## src/rtl/result_uart_tx_if.sv

```systemverilog
// Read port of the result FIFO as seen by the UART drain.
// master = the reader (this block), slave = the FIFO side.
interface result_uart_tx_if;
  logic        fifo_empty;
  logic [15:0] fifo_dout;
  logic        fifo_rd_en;

  modport master (
    input  fifo_empty,
    input  fifo_dout,
    output fifo_rd_en
  );

  modport slave (
    output fifo_empty,
    output fifo_dout,
    input  fifo_rd_en
  );
endinterface

```

## src/rtl/result_uart_tx.sv

```systemverilog
// Pops 16-bit ln(V) results from the result FIFO and sends each one
// as a 3-byte 8N1 UART frame: sync, high byte, low byte.
module result_uart_tx #(
  parameter int         CLKS_PER_BIT = 434,
  parameter logic [7:0] SYNC_BYTE    = 8'hA5
) (
  input  logic clk,
  input  logic rst_n,
  input  logic enable,
  result_uart_tx_if.master fifo,
  output logic tx,
  output logic busy
);

  localparam int CW =
    (CLKS_PER_BIT > 1) ? $clog2(CLKS_PER_BIT) : 1;
  localparam logic [CW-1:0] LAST = CW'(CLKS_PER_BIT - 1);

  typedef enum logic [2:0] {
    IDLE, READ, LATCH, START, DATA, STOP
  } state_t;

  state_t        state_q, state_d;
  logic [CW-1:0] cnt_q, cnt_d;
  logic [2:0]    bit_q, bit_d;
  logic [1:0]    byte_q, byte_d;
  logic [7:0]    shift_q, shift_d;
  logic [15:0]   word_q, word_d;
  logic          tx_q, tx_d;
  logic          rd_q, rd_d;
  logic          busy_q, busy_d;
  logic          bit_end;

  assign bit_end = (cnt_q == LAST);

  always_ff @(posedge clk or negedge rst_n) begin
    if (!rst_n) begin
      state_q <= IDLE;
      cnt_q   <= '0;
      bit_q   <= '0;
      byte_q  <= '0;
      shift_q <= '0;
      word_q  <= '0;
      tx_q    <= 1'b1;
      rd_q    <= 1'b0;
      busy_q  <= 1'b0;
    end else begin
      state_q <= state_d;
      cnt_q   <= cnt_d;
      bit_q   <= bit_d;
      byte_q  <= byte_d;
      shift_q <= shift_d;
      word_q  <= word_d;
      tx_q    <= tx_d;
      rd_q    <= rd_d;
      busy_q  <= busy_d;
    end
  end

  always_comb begin
    state_d = state_q;
    cnt_d   = cnt_q;
    bit_d   = bit_q;
    byte_d  = byte_q;
    shift_d = shift_q;
    word_d  = word_q;
    tx_d    = tx_q;
    rd_d    = 1'b0;
    busy_d  = busy_q;
    unique case (state_q)
      IDLE: begin
        tx_d = 1'b1;
        if (enable && !fifo.fifo_empty) begin
          state_d = READ;
          rd_d    = 1'b1;
          busy_d  = 1'b1;
        end
      end
      READ: state_d = LATCH;
      LATCH: begin
        // FIFO data is valid now; start bit goes out on this edge
        state_d = START;
        word_d  = fifo.fifo_dout;
        byte_d  = 2'd0;
        shift_d = SYNC_BYTE;
        tx_d    = 1'b0;
        cnt_d   = '0;
      end
      START: begin
        if (bit_end) begin
          cnt_d   = '0;
          bit_d   = 3'd0;
          tx_d    = shift_q[0];
          state_d = DATA;
        end else begin
          cnt_d = cnt_q + 1'b1;
        end
      end
      DATA: begin
        if (bit_end) begin
          cnt_d = '0;
          if (bit_q == 3'd7) begin
            tx_d    = 1'b1;
            state_d = STOP;
          end else begin
            bit_d   = bit_q + 3'd1;
            shift_d = shift_q >> 1;
            tx_d    = shift_q[1];
          end
        end else begin
          cnt_d = cnt_q + 1'b1;
        end
      end
      STOP: begin
        if (bit_end) begin
          cnt_d  = '0;
          byte_d = byte_q + 2'd1;
          if (byte_q == 2'd2) begin
            state_d = IDLE;
            busy_d  = 1'b0;
          end else begin
            shift_d = (byte_q == 2'd0) ? word_q[15:8]
                                       : word_q[7:0];
            tx_d    = 1'b0;
            state_d = START;
          end
        end else begin
          cnt_d = cnt_q + 1'b1;
        end
      end
      default: state_d = IDLE;
    endcase
  end

  assign tx              = tx_q;
  assign busy            = busy_q;
  assign fifo.fifo_rd_en = rd_q;

endmodule

```

## src/flat_wrapper.sv

```systemverilog
// flat-port wrapper written by rule: the top's interface ports become plain ports
module result_uart_tx_flat 
#(
  parameter int         CLKS_PER_BIT = 434,
  parameter logic [7:0] SYNC_BYTE    = 8'hA5
)
  (clk, rst_n, enable, tx, busy, fifo_fifo_empty, fifo_fifo_dout, fifo_fifo_rd_en);
  result_uart_tx_if fifo_i ();
  input  logic clk;
  input  logic rst_n;
  input  logic enable;
  output logic tx;
  output logic busy;
  input wire logic [$bits(fifo_i.fifo_empty)-1:0] fifo_fifo_empty;
  input wire logic [$bits(fifo_i.fifo_dout)-1:0] fifo_fifo_dout;
  output wire logic [$bits(fifo_i.fifo_rd_en)-1:0] fifo_fifo_rd_en;
  assign fifo_i.fifo_empty = fifo_fifo_empty;
  assign fifo_i.fifo_dout = fifo_fifo_dout;
  assign fifo_fifo_rd_en = fifo_i.fifo_rd_en;
  result_uart_tx #(.CLKS_PER_BIT(CLKS_PER_BIT), .SYNC_BYTE(SYNC_BYTE)) u_core (.clk(clk), .rst_n(rst_n), .enable(enable), .fifo(fifo_i), .tx(tx), .busy(busy));
endmodule
```

## config.mk

```make
export PLATFORM = sky130hd
export DESIGN_NAME = result_uart_tx_flat
export DESIGN_NICKNAME = d
export VERILOG_FILES = /design/src/rtl/result_uart_tx_if.sv /design/src/rtl/result_uart_tx.sv /design/src/flat_wrapper.sv
export SDC_FILE = /design/constraint.sdc
export NUM_CORES = 1
export LEC_CHECK = 0
export ABC_AREA = 1
export CAP_MARGIN = 20
export CORE_ASPECT_RATIO = 1.25
export CORE_MARGIN = 5
export CORE_UTILIZATION = 51
export DETAILED_ROUTE_END_ITERATION = 16
export PLACE_DENSITY = 0.75
export REMOVE_ABC_BUFFERS = 1
export SLEW_MARGIN = 5
export SYNTH_ARGS = -nofsm -noshare
export SYNTH_HDL_FRONTEND = slang
export SYNTH_SLANG_ARGS = --single-unit
```

## constraint.sdc

```tcl
create_clock -name clk -period 1.5 [get_ports clk]
set_input_delay 0.3 -clock clk [delete_from_list [all_inputs] [get_ports clk]]
set_output_delay 0.3 -clock clk [all_outputs]
set_load 0.01 [all_outputs]
```

==> Word level (Yosys, flattened, before mapping) <==
Index checks and enable logic that the tools add are counted.
{ "totals": {"reg_bits": 44, "out_inout_bits": 3, "elab_cells": 78} }
{ "op_classes": {"addsub": 3, "eq_ne": 16, "muxes": 33, "reduce_logical": 17} }
{ "op_table": {"columns": ["op", "n"], "rows": [
  ["$mux W8", 5],
  ["$mux W3", 8],
  ["$pmux W8 S3", 1],
  ["$pmux W3 S6", 1],
  ["$pmux W9 S2", 1],
  ["$reduce_and A5 Y1", 3],
  ["$ne A2 B1 Y1 const B", 6],
  ["$mux W1", 10],
  ["$add A9 B1 Y9 const B", 1],
  ["$eq A3 B3 Y1 const B", 3],
  ["$eq A9 B9 Y1 const B", 1],
  ["$mux W9", 1],
  ["$reduce_and A4 Y1", 2],
  ["$reduce_bool A2 Y1", 4],
  ["$eq A3 B2 Y1 const B", 2],
  ["$pmux W3 S2", 1],
  ["$pmux W1 S5", 1],
  ["$reduce_bool A5 Y1", 1],
  ["$mux W2", 2],
  ["$ne A2 B2 Y1 const B", 2],
  ["$pmux W2 S2", 1],
  ["$add A3 B1 Y3 const B", 1],
  ["$eq A3 B1 Y1 const B", 1],
  ["$logic_not A3 Y1", 1],
  ["other kinds (9)", 9]
]} }

==> Logic depth before layout (Yosys ltp) <==
Gate-level depths: netlist (run 1).
{ "depth": {"ltp_word": 5, "mapped_depth": 10} }

==> Worst setup path after synthesis (run 1) <==
Ideal clock, no wire load.
{ "synth_path": {"path_type": "register to register", "start": "register u_core.bit_q[0]", "end": "register u_core.shift_q[0]", "setup_time_ps": 118, "arrival_ps": 1281, "path_slack_ps": 101, "stages_incl_launch_ff": 9, "period_less_slack_ps": 1399, "path_cell_list": "dfrtp_1 > ha_1 > ha_1 > nand3_1 > nand2_1 > inv_2 > nand3_4 > nand2_1 > nand2_1"} }
{ "synth_via": {"elab_chain_len": 3} }
{ "synth_lines": {"columns": ["item", "line", "rtl"], "rows": [
  ["from (decl)", "result_uart_tx.sv:25", "logic [2:0] bit_q, bit_d;"],
  ["from (signal assigned)", "result_uart_tx.sv:50", "bit_q <= bit_d;"],
  ["$eq A3 B3 Y1", "result_uart_tx.sv:102", "if (bit_q == 3'd7) begin"],
  ["$ne A2 B2 Y1 (no line)", null, null],
  ["$reduce_and A5 Y1 (no line)", null, null],
  ["to (signal assigned)", "result_uart_tx.sv:52", "shift_q <= shift_d;"],
  ["to (decl)", "result_uart_tx.sv:27", "logic [7:0] shift_q, shift_d;"]
]} }
Every way passes these cells.
A chain may end at the register's enable or synchronous reset.

==> Worst setup path after layout (run 1) <==
{ "layout_path": {"start": "register u_core.state_q[2]", "end": "register u_core.shift_q[2]"} }
{ "layout_via": {"elab_chain_len": 3} }
{ "layout_lines": {"columns": ["item", "line", "rtl"], "rows": [
  ["from (decl)", "result_uart_tx.sv:23", "state_t state_q, state_d;"],
  ["from (signal assigned)", "result_uart_tx.sv:48", "state_q <= state_d;"],
  ["$eq A3 B3 Y1 or $eq A3 B2 Y1 (tied branches)", "result_uart_tx.sv:70", "unique case (state_q)"],
  ["$ne A2 B1 Y1 (no line) (tied with other cells)", null, null],
  ["$reduce_and A5 Y1 (no line)", null, null]
]} }
Several ways; a longest one is shown, not always the timed one.

==> flow_metrics.py, run 1 <==
metrics = {
    "setup_path": {
        "crit_fanout": 8,
        "cp-start-kind": "flip-flop",
        "crit_type": "reg -> reg",
        "endpoint_kind": "flip-flop",
        "crit_required_ns": 1.69,
        "crit_arrival_ns": 1.65,
    },
    "clock_network": {
        "clock-sinks": 44,
        "clock_latency_ns": 0.30,
        "clk_pin_slew_worst_paths_ns": 0.09,
        "root_buffer": "clkbuf_8",
        "clk_path_buf_depth": 2,
        "cts_tree": "built",
        "cts_buffers": 5,
        "htreeDepth": 2,
    },
    "floorplan": {
        "rows": 28,
        "die_w_um": 71.5,
        "die_h_um": 86.9,
        "io_pins": 23,
        "die-area_mm2": 0.00621,
        "core-area_mm2": 0.00466,
        "start_util_pct": 51.8,
    },
    "min_path": {
        "holdCritPathClass": "reg -> reg",
    },
    "timing": {
        "hold_viol_final": 0,
        "setup_viol": 0,
        "fmaxAchievable_ghz": 0.683,
        "clock_skew_ns": 0.0135,
        "holdWs_ns": 0.464,
        "rsz0062_at_grt": "yes",
        "timing.final.crit_share_pct": 97.6,
        "tightestPinTransition_ns": 0.453,
        "slew_headroom_pct": 69.8,
        "post-route-min-period_ns": 1.46,
        "drv_slew": 0,
    },
    "layout": {
        "multi_input_area_mm2": 0.00122,
        "syn_to_final_growth_pct": 27.0,
        "fin_cells": 431,
        "drive_gt1_share_pct": 18.6,
        "mostFrequentLayoutCells": "153 x nand2_1, 43 x dfrtp_1, 24 x nand3_1",
        "fill_cells": 399,
        "fin_area_mm2": 0.00306,
        "final_common_cell": "nand2_1",
        "nNetsFinal": 396,
        "ff_latch_area_mm2": 0.00110,
        "diodes": 0,
    },
    "power_and_ir_drop": {
        "peakVddDrop_mv": 0.574,
        "power.density_mw_per_mm2": 673,
        "leakagePower_nw": 1.53,
        "total_power_mw": 2.06,
    },
    "placement": {
        "placed_area_mm2": 0.00285,
        "portBuffers": 22,
        "dp.cells": 419,
        "hpwl_mm": 3.86,
        "gp_congestion": 0.867,
    },
    "detailed_routing": {
        "finalWirelength_mm": 5.24,
        "drtIter0Drc": 108,
        "ant_nets": 0,
        "wire_per_inst_um": 12.2,
        "viasPerCell": 5.00,
        "drc": 0,
        "num_vias": 2154,
        "drt_pre_antenna_iters": 4,
    },
    "yosys": {
        "syn_area_mm2": 0.00241,
        "synth_cell_type_count": 27,
        "ys_ff_latch": 44,
        "seq_area_frac_synth_pct": 45.7,
        "avgSynthCellArea_um2": 7.49,
        "netlist_instances": 322,
        "synth_warnings": 0,
    },
    "global_route": {
        "grt.overflow.total": 0,
        "grt_usage_pct": 18.2,
        "antenna_found_initial": 0,
        "grt_pass1_wl_mm": 8.98,
        "first_global_vias": 2126,
        "grt_max_degree": 20,
    },
    "outcome": {
        "status": "completed",
    },
    "flow_run": {
        "maxCapViolations": 0,
    },
}
[where the power goes]
part           internal, mW  switching [mW]  leakage (nW)
registers              1.19         0.00109         0.502
clock network         0.373           0.417        0.0434
logic                0.0520          0.0332         0.982
total                  1.61           0.451          1.53
[sequential cells by signal, summed over array words and instances, names as in the netlist]
signal	flops
u_core.cnt_q	9
u_core.word_q	16
u_core.busy	1
u_core.tx	1
u_core.byte_q	2
u_core.fifo.fifo_rd_en	1
u_core.bit_q	3
u_core.shift_q	8
u_core.state_q	3
[stage by stage]
| step | util, % | TNS [ns] | setup WS [ns] |
|---|---|---|---|
| finish | 65.7 | 0 | 0.0361 |
| global placement | 61.2 | 0 | 0.0269 |
| floorplan | - | -1.46 | -0.0911 |
| global route | 65.7 | -0.215 | -0.0347 |
| CTS | 63.5 | 0 | 0.0176 |
| detailed placement | 61.2 | 0 | 0.0134 |
[logic make-up (layout without fill, tap and decap cells)]
family / count (synthesis) / in the layout / share of synthesized area [%]
and+or+nand+nor: 216 / 216 / 39.0
muxes: 1 / 1 / 0.415
AOI/OAI and AO/OA: 17 / 17 / 4.72
buffers and inverters: 36 / 85 / 6.33
adders and majority gates: 6 / 6 / 3.11
DFF: 44 / 44 / 45.7
xor gates and xnor gates: 2 / 2 / 0.726
[final cells by class]
class,instances,share of cell area [%]
Clock buffer,6,2.70
Clock inverter,2,0.490
Inverter,30,4.04
Multi-Input combinational cell,242,39.8
Sequential cell,44,36.0
Tap cell,60,2.45
Timing Repair Buffer,47,14.5
[critical path, cell delays in order (launching register included)]
cell and delay, ns:
dfrtp_1 0.53, nand2_1 0.14, inv_1 0.09, a21oi_4 0.25, nand3_4 0.19, nand2_2 0.10, nand2_2 0.05
[timing repair]
action / CTS / global route
endpoints found under the setup margin: 4 / 30
endpoints found under the hold margin: 14 / 0
hold buffers: 1 / 0
setup buffers: 0 / 3
pin swaps: 0 / 9
gates resized for setup: 3 / 22
[layer usage]
metal  share of wire [%]  GRT usage [%]  up-vias  wire [um]
met5                   0              0        -          0
met4                 1.3           6.67        0         70
met3                 4.3           3.70        7        224
met1                  42           20.9      985       2200
li1                    -              -     1121          -
met2                  52           32.9       41       2740
[path summary, 6_finish.rpt]
check	from	end	slack, ns	cells after the start
worst max-delay path	u_core.state_q[2]	u_core.shift_q[2]	0.04	6
worst min-delay path	u_core.tx	u_core.tx	0.46	2
worst min register to register	u_core.tx	u_core.tx	0.46	2
max in group asynchronous	rst_n	u_core.shift_q[3]	0.50	3
worst max register to register	u_core.state_q[2]	u_core.shift_q[2]	0.04	6
min in group asynchronous	rst_n	u_core.cnt_q[5]	0.47	2
[Yosys cell counts]
master      n  area share [%]
nand3_4     1            0.73
nand2_4     3             1.4
nor2_4      1            0.47
nor2_1      4            0.62
dfrtp_1    43              45
buf_2       4            0.83
ha_1        6             3.1
inv_2       5            0.78
nand2_1   161              25
nand4_1    16             4.1
nand3_1    25             5.2
o21bai_1    2            0.62
nand3b_1    2            0.62
o21ai_1     4            0.83
mux2i_1     1            0.41
inv_1      23             3.6
nor2_2      2            0.52
o21ai_4     1            0.67
a21oi_1     4            0.83
buf_4       2            0.62
xor2_1      2            0.73
or2_2       1            0.26
dfstp_2     1             1.1
o21ai_0     4            0.83
o22ai_1     1            0.26
a21oi_4     1            0.67
inv_4       2            0.52
Power figures use the tool's default switching activity.
==> run 2, diff against run 1 <==
--- a/config.mk
+++ b/config.mk
@@ -9,9 +9,9 @@
 export CAP_MARGIN = 20
 export CORE_ASPECT_RATIO = 1.25
 export CORE_MARGIN = 5
-export CORE_UTILIZATION = 51
+export CORE_UTILIZATION = 50
 export DETAILED_ROUTE_END_ITERATION = 16
-export PLACE_DENSITY = 0.75
+export PLACE_DENSITY = 0.74
 export REMOVE_ABC_BUFFERS = 1
 export SLEW_MARGIN = 5
 export SYNTH_ARGS = -nofsm -noshare
==> run 2 against run 1 <==
Against the previous run:
- first-iteration DRC count is 44% higher
- global-route usage is 0.90 points lower
- non-clock buffer count is 5 lower
- die area is 1.7% higher
- worst setup slack worse by 0.0041 ns
- via count is 0.14% lower
- fmax is 0.28% lower
- clock-buffer cell count stayed put
- clock skew is 0.0051 ns lower
- register-to-register slack hardly changed
- largest power group unchanged
==> flow_metrics.py, run 2 (synthesis gave the netlist of run 1 again) <==
metrics = {
    "layout": {
        "fin_area_mm2": 0.00300,
        "final_common_cell": "nand2_1",
        "fill_cells": 415,
        "nNetsFinal": 391,
        "syn_to_final_growth_pct": 24.4,
        "largest_registers": "u_core.word_q (16), u_core.cnt_q (9), u_core.shift_q (8)",
        "largest_reg_flops": 16,
        "largest_register": "u_core.word_q",
        "drive_gt1_share_pct": 15.0,
        "mostFrequentLayoutCells": "158 x nand2_1, 42 x dfrtp_1, 23 x nand3_1",
        "fin_cells": 426,
        "diodes": 0,
    },
    "floorplan": {
        "die-area_mm2": 0.00632,
        "die_w_um": 72.1,
        "rows": 28,
        "die_h_um": 87.7,
        "io_pins": 23,
        "start_util_pct": 51.4,
        "core-area_mm2": 0.00469,
    },
    "placement": {
        "hpwl_mm": 3.91,
        "portBuffers": 22,
        "gp_congestion": 0.914,
        "placed_area_mm2": 0.00277,
        "dp.cells": 410,
    },
    "detailed_routing": {
        "finalWirelength_mm": 5.34,
        "ant_nets": 0,
        "num_vias": 2151,
        "wire_per_inst_um": 12.5,
        "drc": 0,
        "drt_pre_antenna_iters": 5,
        "viasPerCell": 5.05,
        "drtIter0Drc": 156,
    },
    "clock_network": {
        "htreeDepth": 2,
        "clock-sinks": 44,
        "root_buffer": "clkbuf_8",
        "cts_buffers": 5,
        "cts_tree": "built",
        "clk_pin_slew_worst_paths_ns": 0.09,
        "clock_latency_ns": 0.29,
        "clk_path_buf_depth": 2,
    },
    "power_and_ir_drop": {
        "power_frac_comb_pct": 3.8,
        "internal-power_mw": 1.73,
        "peakVddDrop_mv": 0.621,
        "p_switching_uw": 436,
        "power.density_mw_per_mm2": 722,
        "clkPwrFrac_pct": 41.4,
        "leakagePower_nw": 1.53,
        "p_seq_share_pct": 54.8,
        "switching_share_pct": 20.1,
    },
    "timing": {
        "drv_slew": 0,
        "tightestPinTransition_ns": 0.465,
        "fmaxAchievable_ghz": 0.681,
        "post-route-min-period_ns": 1.47,
        "setup_viol": 0,
        "timing.final.crit_share_pct": 97.9,
        "slew_headroom_pct": 69.0,
        "hold_viol_final": 0,
        "clock_skew_ns": 0.00836,
    },
    "setup_path": {
        "crit_required_ns": 1.68,
        "crit_fanout": 8,
        "crit_type": "reg -> reg",
        "crit_arrival_ns": 1.65,
        "endpoint_kind": "flip-flop",
        "cp-start-kind": "flip-flop",
    },
    "global_route": {
        "grt_max_degree": 27,
        "grt_pass1_wl_mm": 8.50,
        "first_global_vias": 1987,
        "grt_usage_pct": 17.3,
        "grt.overflow.total": 0,
        "antenna_found_initial": 0,
    },
    "outcome": {
        "status": "completed",
    },
    "flow_run": {
        "maxCapViolations": 0,
    },
    "min_path": {
        "holdCritPathClass": "reg -> reg",
    },
}
run 2: worst max-delay path, cell delays in order (launching register included):
cell,delay (ns)
dfrtp_1,0.40
ha_1,0.21
ha_2,0.20
nand3_2,0.09
nand2_2,0.07
inv_4,0.10
nand3_4,0.13
nand2_1,0.10
nand2_1,0.05
run 2: area by class of cell:
type                            count  area (um^2)  share of cell area [%]
Multi-Input combinational cell    242         1190                    39.6
Sequential cell                    44         1100                    36.8
Timing Repair Buffer               42          403                    13.4
Inverter                           30          123                    4.09
Tap cell                           60         75.1                    2.50
Clock buffer                        6         72.6                    2.42
Clock inverter                      2         35.0                    1.17
run 2: through the flow:
| stage | TNS, ns | total power [mW] | utilization [%] | setup slack [ns] | hold slack, ns |
|---|---|---|---|---|---|
| global placement | 0 | 1.29 | 59.0 | 0.0263 | 0.274 |
| finish | 0 | 2.17 | 63.9 | 0.0320 | 0.463 |
| CTS | 0 | 2.19 | 61.7 | 0.00267 | 0.469 |
| detailed placement | -0.0686 | 1.30 | 59.0 | -0.0162 | 0.276 |
| global route | -0.172 | 2.25 | 63.9 | -0.0350 | 0.483 |
| floorplan | -1.46 | 1.21 | - | -0.0911 | 0.00441 |
run 2: per-layer routing:
layer / vias to the layer above / global-route usage [%] / share of wire [%]
met5: - / 0 / 0
met4: 0 / 7.69 / 2.8
met3: 13 / 3.21 / 4.4
met2: 45 / 31.3 / 51
met1: 989 / 19.5 / 41
li1: 1104 / - / -
run 2: worst paths after layout:
path | from | endpoint | slack [ns] | depth (start not counted)
worst max register to register | u_core.bit_q[0] | u_core.shift_q[6] | 0.03 | 8
worst max-delay path | u_core.bit_q[0] | u_core.shift_q[6] | 0.03 | 8
worst min register to register | u_core.tx | u_core.tx | 0.46 | 2
max in group asynchronous | rst_n | u_core.word_q[4] | 0.51 | 3
worst min-delay path | u_core.tx | u_core.tx | 0.46 | 2
min in group asynchronous | rst_n | u_core.cnt_q[4] | 0.49 | 2
run 2: timing repair:
action | 4_1_cts | 5_1_grt
setup buffers | 1 | 6
endpoints found under the hold margin | 17 | 0
hold buffers | 1 | 0
gates resized for setup | 3 | 12
endpoints found under the setup margin | 10 | 17
pin swaps | 1 | 7
run 2: power groups by stage:
| stage | clock network [mW] | logic (mW) | registers [mW] |
|---|---|---|---|
| after floorplan | 0 | 0.00231 | 1.21 |
| after global placement | 0 | 0.0828 | 1.21 |
| after detailed placement | 0 | 0.0844 | 1.21 |
| after CTS | 0.919 | 0.0859 | 1.19 |
| after global routing | 0.966 | 0.0923 | 1.19 |
| final | 0.897 | 0.0830 | 1.19 |
